$ cat src/rtl/ee354_gcd_pkg.sv
// Shared definitions for the EE354 GCD datapath: operand width and the
// one-hot state encoding used by the operand loader and the GCD core.
package ee354_gcd_pkg;

  localparam int OPW = 8;

  // One-hot encoding: each state drives its own LED directly.
  typedef enum logic [4:0] {
    ST_EMPTY  = 5'b00001,
    ST_HAVE_A = 5'b00010,
    ST_READY  = 5'b00100,
    ST_BUSY   = 5'b01000,
    ST_RESULT = 5'b10000
  } state_t;

endpackage

$ cat src/rtl/ee354_gcd_operand_loader.sv
// Operand loader for the GCD core: captures A/B from switches on Load, issues
// Start/Ack pulses on Go, and counts cycles spent waiting on the core.
module ee354_gcd_operand_loader
  import ee354_gcd_pkg::*;
#(
  parameter bit ZERO_CHECK = 1'b1,
  parameter int CNT_W      = 16
) (
  input  logic             Clk,
  input  logic             Reset,
  input  logic             Load,
  input  logic [OPW-1:0]   Sw,
  input  logic             Go,
  input  logic             Core_Done,
  output logic [OPW-1:0]   Ain,
  output logic [OPW-1:0]   Bin,
  output logic             Start,
  output logic             Ack,
  output logic             Err,
  output logic [CNT_W-1:0] Busy_Cycles,
  output logic             q_Empty,
  output logic             q_HaveA,
  output logic             q_Ready,
  output logic             q_Busy,
  output logic             q_Result
);

  state_t state;
  logic   go_ok;
  logic   zero_op;

  // Load wins over a coincident Go in every state.
  assign go_ok   = Go & ~Load;
  assign zero_op = ZERO_CHECK && ((Ain == '0) || (Bin == '0));

  always_ff @(posedge Clk or negedge Reset) begin
    if (!Reset) begin
      state       <= ST_EMPTY;
      Ain         <= '0;
      Bin         <= '0;
      Start       <= 1'b0;
      Ack         <= 1'b0;
      Err         <= 1'b0;
      Busy_Cycles <= '0;
    end else begin
      Start <= 1'b0;
      Ack   <= 1'b0;
      case (state)
        ST_EMPTY: begin
          if (Load) begin
            Ain   <= Sw;
            Err   <= 1'b0;
            state <= ST_HAVE_A;
          end
        end
        ST_HAVE_A: begin
          if (Load) begin
            Bin   <= Sw;
            Err   <= 1'b0;
            state <= ST_READY;
          end
        end
        ST_READY: begin
          if (Load) begin
            Ain   <= Sw;
            Err   <= 1'b0;
            state <= ST_HAVE_A;
          end else if (go_ok) begin
            if (zero_op) begin
              Err <= 1'b1;
            end else begin
              Err         <= 1'b0;
              Start       <= 1'b1;
              Busy_Cycles <= '0;
              state       <= ST_BUSY;
            end
          end
        end
        ST_BUSY: begin
          if (Busy_Cycles != '1)
            Busy_Cycles <= Busy_Cycles + 1'b1;
          // Start is high only in the first BUSY cycle; the core can't be done yet.
          if (!Start && Core_Done)
            state <= ST_RESULT;
        end
        ST_RESULT: begin
          if (go_ok) begin
            Ack   <= 1'b1;
            state <= ST_EMPTY;
          end
        end
        default: state <= ST_EMPTY;
      endcase
    end
  end

  assign q_Empty  = (state == ST_EMPTY);
  assign q_HaveA  = (state == ST_HAVE_A);
  assign q_Ready  = (state == ST_READY);
  assign q_Busy   = (state == ST_BUSY);
  assign q_Result = (state == ST_RESULT);

endmodule
$ cat config.mk
export PLATFORM = sky130hd
export DESIGN_NAME = ee354_gcd_operand_loader
export DESIGN_NICKNAME = d
export VERILOG_FILES = /design/src/rtl/ee354_gcd_pkg.sv /design/src/rtl/ee354_gcd_operand_loader.sv
export SDC_FILE = /design/constraint.sdc
export NUM_CORES = 1
export LEC_CHECK = 0
export BUFFER_PORTS_ARGS = -buffer_cell sky130_fd_sc_hd__buf_2
export CORE_MARGIN = 5
export CORE_UTILIZATION = 49
export CTS_BUF_LIST = sky130_fd_sc_hd__clkbuf_4
export DETAILED_ROUTE_END_ITERATION = 8
export PLACE_DENSITY = 0.78
export SETUP_SLACK_MARGIN = 0.5
export SLEW_MARGIN = 40
export SYNTH_ARGS = -nofsm -noshare
export SYNTH_HDL_FRONTEND = slang
export SYNTH_SLANG_ARGS = --single-unit
$ cat constraint.sdc
create_clock -name Clk -period 2.2 [get_ports Clk]
set_input_delay 0.66 -clock Clk [delete_from_list [all_inputs] [get_ports Clk]]
set_output_delay 0.66 -clock Clk [all_outputs]
set_load 0.02 [all_outputs]
-- Word level (Yosys, flattened, before mapping)
Index checks and enable logic that the tools add are counted.
- add/subtract/negate cells: 1
- $mul: 0
- div/mod/pow operators: 0
- order comparisons: 0
- eq/ne operators: 17
- shifts and indexed selects: 0
- mux-type cells: 24
- bitwise gates (word level): 2
- reductions and logical operators: 14
- operator list (kind ; number):
    2-to-1 mux 16 bit ; 4
    2-to-1 mux 5 bit ; 7
    case mux 16 bit (2 select lines) ; 1
    case mux 5 bit (5 select lines) ; 1
    adder 16 x 1 -> 16 bit (second input constant) ; 1
    zero test 8 bit ; 2
    inequality test 16 bit (second input constant) ; 1
    2-to-1 mux 1 bit ; 10
    inequality test 2 x 1 -> 1 bit (second input constant) ; 5
    inequality test 2 bit (second input constant) ; 4
    AND reduction 6 bit ; 1
    == test 5 x 1 -> 1 bit (second input constant) ; 1
    == test 5 x 2 -> 1 bit (second input constant) ; 1
    == test 5 x 3 -> 1 bit (second input constant) ; 1
    == test 5 x 4 -> 1 bit (second input constant) ; 1
    == test 5 bit (second input constant) ; 1
    AND reduction 5 bit ; 1
    AND reduction 2 bit ; 2
    nonzero test 2 bit ; 2
    OR reduction 2 bit ; 2
    inequality test 3 x 2 -> 1 bit (second input constant) ; 1
    inequality test 3 bit (second input constant) ; 1
    AND reduction 3 bit ; 1
    case mux 1 bit (2 select lines) ; 1
    5 further kinds ; 5
- register bits after elaboration: 40
- latch bits: 0
- bits in writable memories: 0
- bits in read-only memories: 0
- input port bits: 13
- output and inout port bits: 40
- word-level logic and storage cells: 65
- memories: 0

-- Logic depth before layout (Yosys ltp)
Gate-level depths: netlist of the first run.
- word-level depth: 6
- mapped depth: 8
- depth with buffers taken out: 7

-- Worst setup path before layout of the first run
No wires, ideal clock.
- kind: reg2reg
- from: register state[2]
- to: register Ain[0]
- library setup time: 125 ps
- arrival time: 2177 ps
- required time: 2075 ps
- slack: -102 ps
- stages on the path, launching flop included: 6
- buffers on the path: 0
- period minus slack after synthesis: 2302 ps
- cell sequence: dfrtp_1 or3_1 nor3b_1 nor2_1 nor2_2 mux2_2
- cells in the longest elaborated chain, start to end: 3
- elaborated cells between the ends (all ways): 4
- those cells by class: eq/ne: 2; reduce/logical: 2
- ends and longest elaborated chain (item ; line ; text):
    from (decl) ; ee354_gcd_operand_loader.sv:28 ; state_t state;
    from (signal assigned) ; ee354_gcd_operand_loader.sv:38 ; state <= ST_EMPTY;
    from (signal assigned) ; ee354_gcd_operand_loader.sv:53 ; state <= ST_HAVE_A;
    from (signal assigned) ; ee354_gcd_operand_loader.sv:60 ; state <= ST_READY;
    == test 5 x 1 -> 1 bit ; -- ;
    net q_Empty ; ee354_gcd_operand_loader.sv:21 ; output logic q_Empty,
    OR reduction 2 bit (no line) ; -- ;
    AND reduction 2 bit (no line) ; -- ;
    to (signal assigned) ; ee354_gcd_operand_loader.sv:51 ; Ain <= Sw;
    to (signal assigned) ; ee354_gcd_operand_loader.sv:65 ; Ain <= Sw;
    to (decl) ; ee354_gcd_operand_loader.sv:15 ; output logic [OPW-1:0] Ain,
The timed path passes the listed nets, and every way through them passes these cells.
A chain may end at the register's enable or synchronous reset.

-- Worst setup path after layout of the first run
- from: register state[2]
- to: output q_Busy
- cells in the longest elaborated chain, start to end: 1
- ends and longest elaborated chain (item ; line ; text):
    == test 5 x 4 -> 1 bit ; ee354_gcd_operand_loader.sv:100 ; assign q_Busy = (state == ST_BUSY);
    to (decl) ; ee354_gcd_operand_loader.sv:24 ; output logic q_Busy,
Every way passes these cells.

==> results of run 1 <==
[flip-flops by register name, summed over array words and instances (netlist names)]
signal and flops:
Ack 1, Ain 8, Bin 8, Busy_Cycles 16, Err 1, Start 1, state 5
[Yosys cell counts, drive strengths merged, types with 2 or more instances]
master / instances / area share
dfrtp: 39 / 0.48
nand2: 19 / 0.035
mux2: 17 / 0.095
nand3: 14 / 0.035
nor2: 13 / 0.029
nor4: 7 / 0.022
inv: 6 / 0.011
nand4: 6 / 0.019
nor3b: 6 / 0.022
a21oi: 4 / 0.0099
a31oi: 4 / 0.012
and2: 4 / 0.012
buf: 4 / 0.016
nand2b: 4 / 0.012
a211o: 3 / 0.013
nor2b: 3 / 0.0093
nor3: 3 / 0.0074
o211ai: 3 / 0.014
o21ai: 3 / 0.0074
or4: 3 / 0.013
a211oi: 2 / 0.0074
a21o: 2 / 0.0074
a32oi: 2 / 0.0087
o211a: 2 / 0.0099
or3: 2 / 0.0062
[metal layers]
metal	wire length, um	vias to the layer above	global-route usage
met1	2460	927	0.268
met5	0	-	0
met4	156	0	0.0905
met2	2660	60	0.315
li1	-	891	-
met3	241	14	0.0405
[layout make-up]
type / instances / area, sq um / share of cell area
multi-input cells: 141 / 1210 / 0.407
well taps: 50 / 62.6 / 0.0211
inverters: 6 / 25.0 / 0.00842
clock buffers: 6 / 45.0 / 0.0152
repair buffers: 83 / 551 / 0.185
flip-flops and latches: 40 / 1020 / 0.343
clock inverters: 2 / 60.1 / 0.0202
[report_power, final]
part	internal, mW	switching (mW)
logic	0.928	0.942
clock network	0.367	0.230
registers	1.02	0.288
total	2.31	1.46
[cell families after synthesis]
kind of cell             synth area share
adder cells (fa/ha/maj)           0.00620
flip-flops                          0.497
multiplexers                       0.0998
AO/OA/AOI/OAI                       0.122
buffers and inverters              0.0291
XOR/XNOR                          0.00434
AND/OR/NAND/NOR                     0.242
[worst reg2reg max path, cell delays in order, from the launching register on]
cell and delay, ns:
dfrtp_1 0.41, buf_4 0.14, or3_4 0.40, nor3b_4 0.24, buf_4 0.14, nor2_1 0.04, nor2_2 0.13, buf_6 0.18
mux2_4 0.32
[repair_timing]
item | 4_1_cts | 5_1_grt
setup endpoints to repair | 40 | 45
cloned | 0 | 1
pin swaps | 5 | 7
setup buffers | 12 | 7
gates resized for setup | 20 | 37
[path summary, 6_finish.rpt]
path                                   endpoint  slack (ns)
max in group asynchronous              state[0]        1.67
worst min-delay path            Busy_Cycles[15]        0.26
worst min register to register  Busy_Cycles[14]        0.54
min in group Clk                Busy_Cycles[14]        0.54
worst max register to register           Ain[4]        0.11
worst max-delay path                     q_Busy       -0.17
[per-stage QoR]
step / hold WS (ns) / area [sq um] / util
final: 0.263 / 2970 / 0.743
after global placement: 0.513 / 2490 / 0.623
after floorplan: 0.364 / 2120 / -
after CTS: 0.255 / 2760 / 0.689
after detailed placement: 0.509 / 2490 / 0.623
after global routing: 0.259 / 2970 / 0.743
==> out/results.ini, run 1 <==
[status]
status = finished, violations left
violations = setup timing

[critical_path]
r2r-start = state[2]
critPathCaptureType = primary output
cp.required_ns = 1.54
cpPeakStageDelay_ns = 0.41
crit_path_max_fanout = 2
path_buf_inv = 2
path_cells = or3_4, or3b_4, inv_4, buf_6
cp.arrival_ns = 1.71
criticalPathCategory = flop to primary output
crit_cells = 4
reg2regPathDepth = 8
crit_slowest_cell = dfrtp_1
worstSetupStartpointType = flop
cp-startpoint = state[2]
crit_family = simple AND/OR/NAND/NOR gates

[timing]
fmax_ghz = 0.422
hold_viol_final = 0
finClkSkew_ns = 0.0135
relSlewSlack = 0.767
finalMaxSlewViolations = 0
rsz0062_at_grt = yes
setup_violations = 4
tightest_slew_ns = 0.346
fin_setup_tns_ns = -0.493
post-route-min-period_ns = 2.37
setup_ws_ns = -0.170
timing.final.crit_share = 1.08

[routing]
routed_via_density = 5.77
drc = 0
via_count = 1892
wl_per_cell_um = 16.8
ant_nets = 0
firstDrtPassIters = 4
finalWirelength_mm = 5.51
drt_iter0_markers = 110

[placed_design]
dp.cells = 300
gp_congestion = 0.818
dp_slack_ns = 0.114
hpwl_mm = 3.58
portBuffers = 52

[clock_network]
clock_latency_ns = 0.34
ctsHoldBuffers = 0
cts_sinks = 40
cts_tree = built
cts-buffers-inserted = 5
cts_max_path_buffers = 2
cts-root-buf = clkbuf_4
clk_pin_slew_worst_paths_ns = 0.12
htreeDepth = 2

[floorplan]
dieArea_sq_um = 5500
design.core.area_sq_um = 4000
fp.dieH_um = 74.2
die_width_um = 74.2
io-pin-count = 53
start_util = 0.505
num_rows = 23

[global_route]
antenna_found_initial = 0
grt_pass1_vias = 1835
grt_max_degree = 41
grt_pass1_wl_mm = 8.55
grt_overflow = 0
grt.total_usage = 0.200

[power_and_ir_drop]
p_total_mw = 3.77
irDropWorstVdd_mv = 0.812
pwr_density_cell_nw_per_um2 = 1270
leakagePower_nw = 1.45

[synth]
synth.distinct_cells = 46
syn_nets = 205
synthFlopType = dfrtp_1
synth-edff-count = 0
synth.ff_latch_count = 40
syn_area_sq_um = 2020
syn_area_per_cell_sq_um = 10.6
ys_seq_area_frac = 0.497
synth_warnings = 0
async_flop_share = 1.00
synth_cells = 191

[layout]
drive_gt1_frac = 0.561
mostFrequentLayoutCell = buf_2
final_nets = 291
stdcell_count = 328
fill_cells = 271
antennaDiodeCount = 0
area_growth_pct = 47.2
layout_common_cells = buf_2 (46), buf_4 (28), dfrtp_1 (26), nand2_1 (18), mux2_4 (16)

[worst_hold_path]
worstHoldPathType = input pin to async pin

[flow_run]
drv_cap = 0

Power figures use the tool's default switching activity.
==> run 2: changes to the inputs <==
--- a/config.mk
+++ b/config.mk
@@ -7,10 +7,9 @@
 export LEC_CHECK = 0
 export BUFFER_PORTS_ARGS = -buffer_cell sky130_fd_sc_hd__buf_2
 export CORE_MARGIN = 5
-export CORE_UTILIZATION = 49
-export CTS_BUF_LIST = sky130_fd_sc_hd__clkbuf_4
+export CORE_UTILIZATION = 47
 export DETAILED_ROUTE_END_ITERATION = 8
-export PLACE_DENSITY = 0.78
+export PLACE_DENSITY = 0.77
 export SETUP_SLACK_MARGIN = 0.5
 export SLEW_MARGIN = 40
 export SYNTH_ARGS = -nofsm -noshare
==> out/results.ini, run 2 (synthesis results as in run 1) <==
[critical_path]
cp.arrival_ns = 1.68  ; -0.03 ns
r2r-end = Busy_Cycles[11]
crit_family = simple AND/OR/NAND/NOR gates
critPathCaptureType = primary output
crit_slowest_cell = or3b_4
path_buf_inv = 2  ; unchanged
reg2reg_slack_ns = -0.12  ; -0.23 ns
crit_path_max_fanout = 2  ; unchanged
reg2regPathDepth = 8  ; unchanged
cpPeakStageDelay_ns = 0.41  ; about the same
r2r-start = state[1]
path_cells = or3_4, or3b_4, inv_4, buf_6
criticalPathCategory = flop to primary output
cp.required_ns = 1.54  ; about the same
worstSetupStartpointType = flop

[placed_design]
post_dp_cell_area_sq_um = 2470  ; -0.80%
hpwl_mm = 3.64  ; +1.7%
gp_congestion = 0.824  ; +0.71%
dp.cells = 299  ; -0.33%
portBuffers = 52  ; unchanged
dp_slack_ns = 0.106  ; -0.00813 ns

[layout]
largest_reg_flops = 16  ; unchanged
stdcell_count = 337  ; +2.7%
mostFrequentLayoutCell = buf_2
antennaDiodeCount = 0  ; unchanged
regMostFlops = Busy_Cycles
fin_area_sq_um = 3050  ; +2.7%
largestRegisters = Busy_Cycles x16, Ain x8, Bin x8
layout_common_cells = buf_2 (47), dfrtp_1 (29), buf_4 (29), nand2_1 (18), buf_6 (14)
final_nets = 300  ; +3.1%
drive_gt1_frac = 0.561  ; about the same
area_growth_pct = 51.1

[worst_hold_path]
worstHoldPathType = input pin to async pin

[power_and_ir_drop]
leakagePower_nw = 1.46  ; +0.75%
switching_share = 0.414  ; +0.0269
power_frac_seq = 0.360  ; +0.014
switchingPower_mw = 1.50  ; +2.9%
p_clk_frac = 0.134  ; -0.024
intPower_mw = 2.13  ; -8.0%
irDropWorstVdd_mv = 0.713  ; -12%
pwr_density_cell_nw_per_um2 = 1190  ; -6.2%
comb_power_share = 0.506  ; +0.010

[routing]
finalWirelength_mm = 6.18  ; +12%
drc = 0  ; unchanged
via_count = 1989  ; +5.1%
ant_nets = 0  ; unchanged
firstDrtPassIters = 4  ; unchanged
routed_via_density = 5.90  ; +2.3%
wl_per_cell_um = 18.3  ; +9.1%
drt_iter0_markers = 86  ; -22%

[floorplan]
dieArea_sq_um = 5700  ; +3.7%
design.core.area_sq_um = 4090  ; +2.2%
num_rows = 23  ; unchanged
fp.dieH_um = 75.5  ; +1.8%
start_util = 0.494  ; -0.0107
die_width_um = 75.5  ; +1.8%
io-pin-count = 53  ; unchanged

[timing]
tightest_slew_ns = 0.650  ; +0.304 ns
setup_ws_ns = -0.142  ; +0.0279 ns
rsz0062_at_grt = yes
hold_viol_final = 0  ; unchanged
post-route-min-period_ns = 2.34  ; -0.0279 ns
whs_ns = 0.414  ; +0.152 ns
finalMaxSlewViolations = 0  ; unchanged
finClkSkew_ns = 0.00831  ; -0.00521 ns
timing.final.crit_share = 1.06  ; -0.0127
setup_violations = 10  ; +6
relSlewSlack = 0.564  ; -0.203
fmax_ghz = 0.427  ; +1.2%

[clock_network]
cts_tree = built
cts_sinks = 40  ; unchanged
clk_pin_slew_worst_paths_ns = 0.08  ; -0.04 ns
cts-root-buf = clkbuf_8
clock_latency_ns = 0.30  ; -0.04 ns
cts-buffers-inserted = 5  ; unchanged
htreeDepth = 2  ; unchanged
ctsHoldBuffers = 0  ; unchanged
cts_max_path_buffers = 2  ; unchanged

[global_route]
grt_overflow = 0  ; unchanged
grt_max_degree = 41  ; unchanged
grt_pass1_vias = 1893  ; +3.2%
antenna_found_initial = 0  ; unchanged
grt.total_usage = 0.219  ; +0.0187
grt_pass1_wl_mm = 9.36  ; +9.5%

[flow_run]
drv_cap = 0  ; unchanged

[status]
status = finished, violations left
violations = setup timing

## run 2: cell count changes in the layout (fill, tap and decap cells not counted), sizes merged
cell	before	now
buf	83	92
bufinv	2	0
bufbuf	0	1
clkinv	0	1
clkinvlp	0	1
nand2	20	19
## run 2: power groups by stage
stage	combinational, mW	clock (mW)	sequential (mW)
floorplan	0.656	0	1.54
global placement	1.36	0	1.29
CTS	1.72	0.493	1.30
detailed placement	1.38	0	1.31
finish	1.84	0.487	1.30
global route	1.96	0.519	1.34
## run 2: layer usage
metal | track usage | vias up | part of all wire
met1 | 0.291 | 1010 | 0.43
met3 | 0.0501 | 14 | 0.051
met2 | 0.354 | 59 | 0.51
li1 | - | 906 | -
met4 | 0.0757 | 0 | 0.018
met5 | 0 | - | 0
## run 2: stage by stage
stage | TNS [ns] | utilization | total power, mW
floorplan | 0 | - | 2.20
detailed placement | 0 | 0.605 | 2.69
global placement | 0 | 0.605 | 2.65
finish | -0.650 | 0.746 | 3.63
global route | -1.26 | 0.746 | 3.82
CTS | -0.387 | 0.721 | 3.51
## run 2: final cells by class
type                       instances  area (sq um)
clock inverter                     2          12.5
fill                             277          1040
inverter                           6          25.0
sequential                        40          1010
multi-input combinational        140          1180
clock buffer                       6          72.6
timing repair buffer              93           678
tap                               50          62.6
## run 2: what timing repair did
action,CTS,global route
gates cloned,1,0
pin swaps,19,6
endpoints found under the setup margin,38,44
setup buffers,22,7
gates resized for setup,46,14
## run 2: worst max-delay path by stage
stage	start	to	slack, ns	cells after the start
floorplan	state[1]	q_Busy	0.11	4
global placement	state[2]	q_Busy	0.12	4
detailed placement	state[2]	q_Busy	0.11	4
CTS	state[1]	q_Busy	-0.12	4
global route	state[1]	q_Busy	-0.18	4
finish	state[1]	q_Busy	-0.14	4
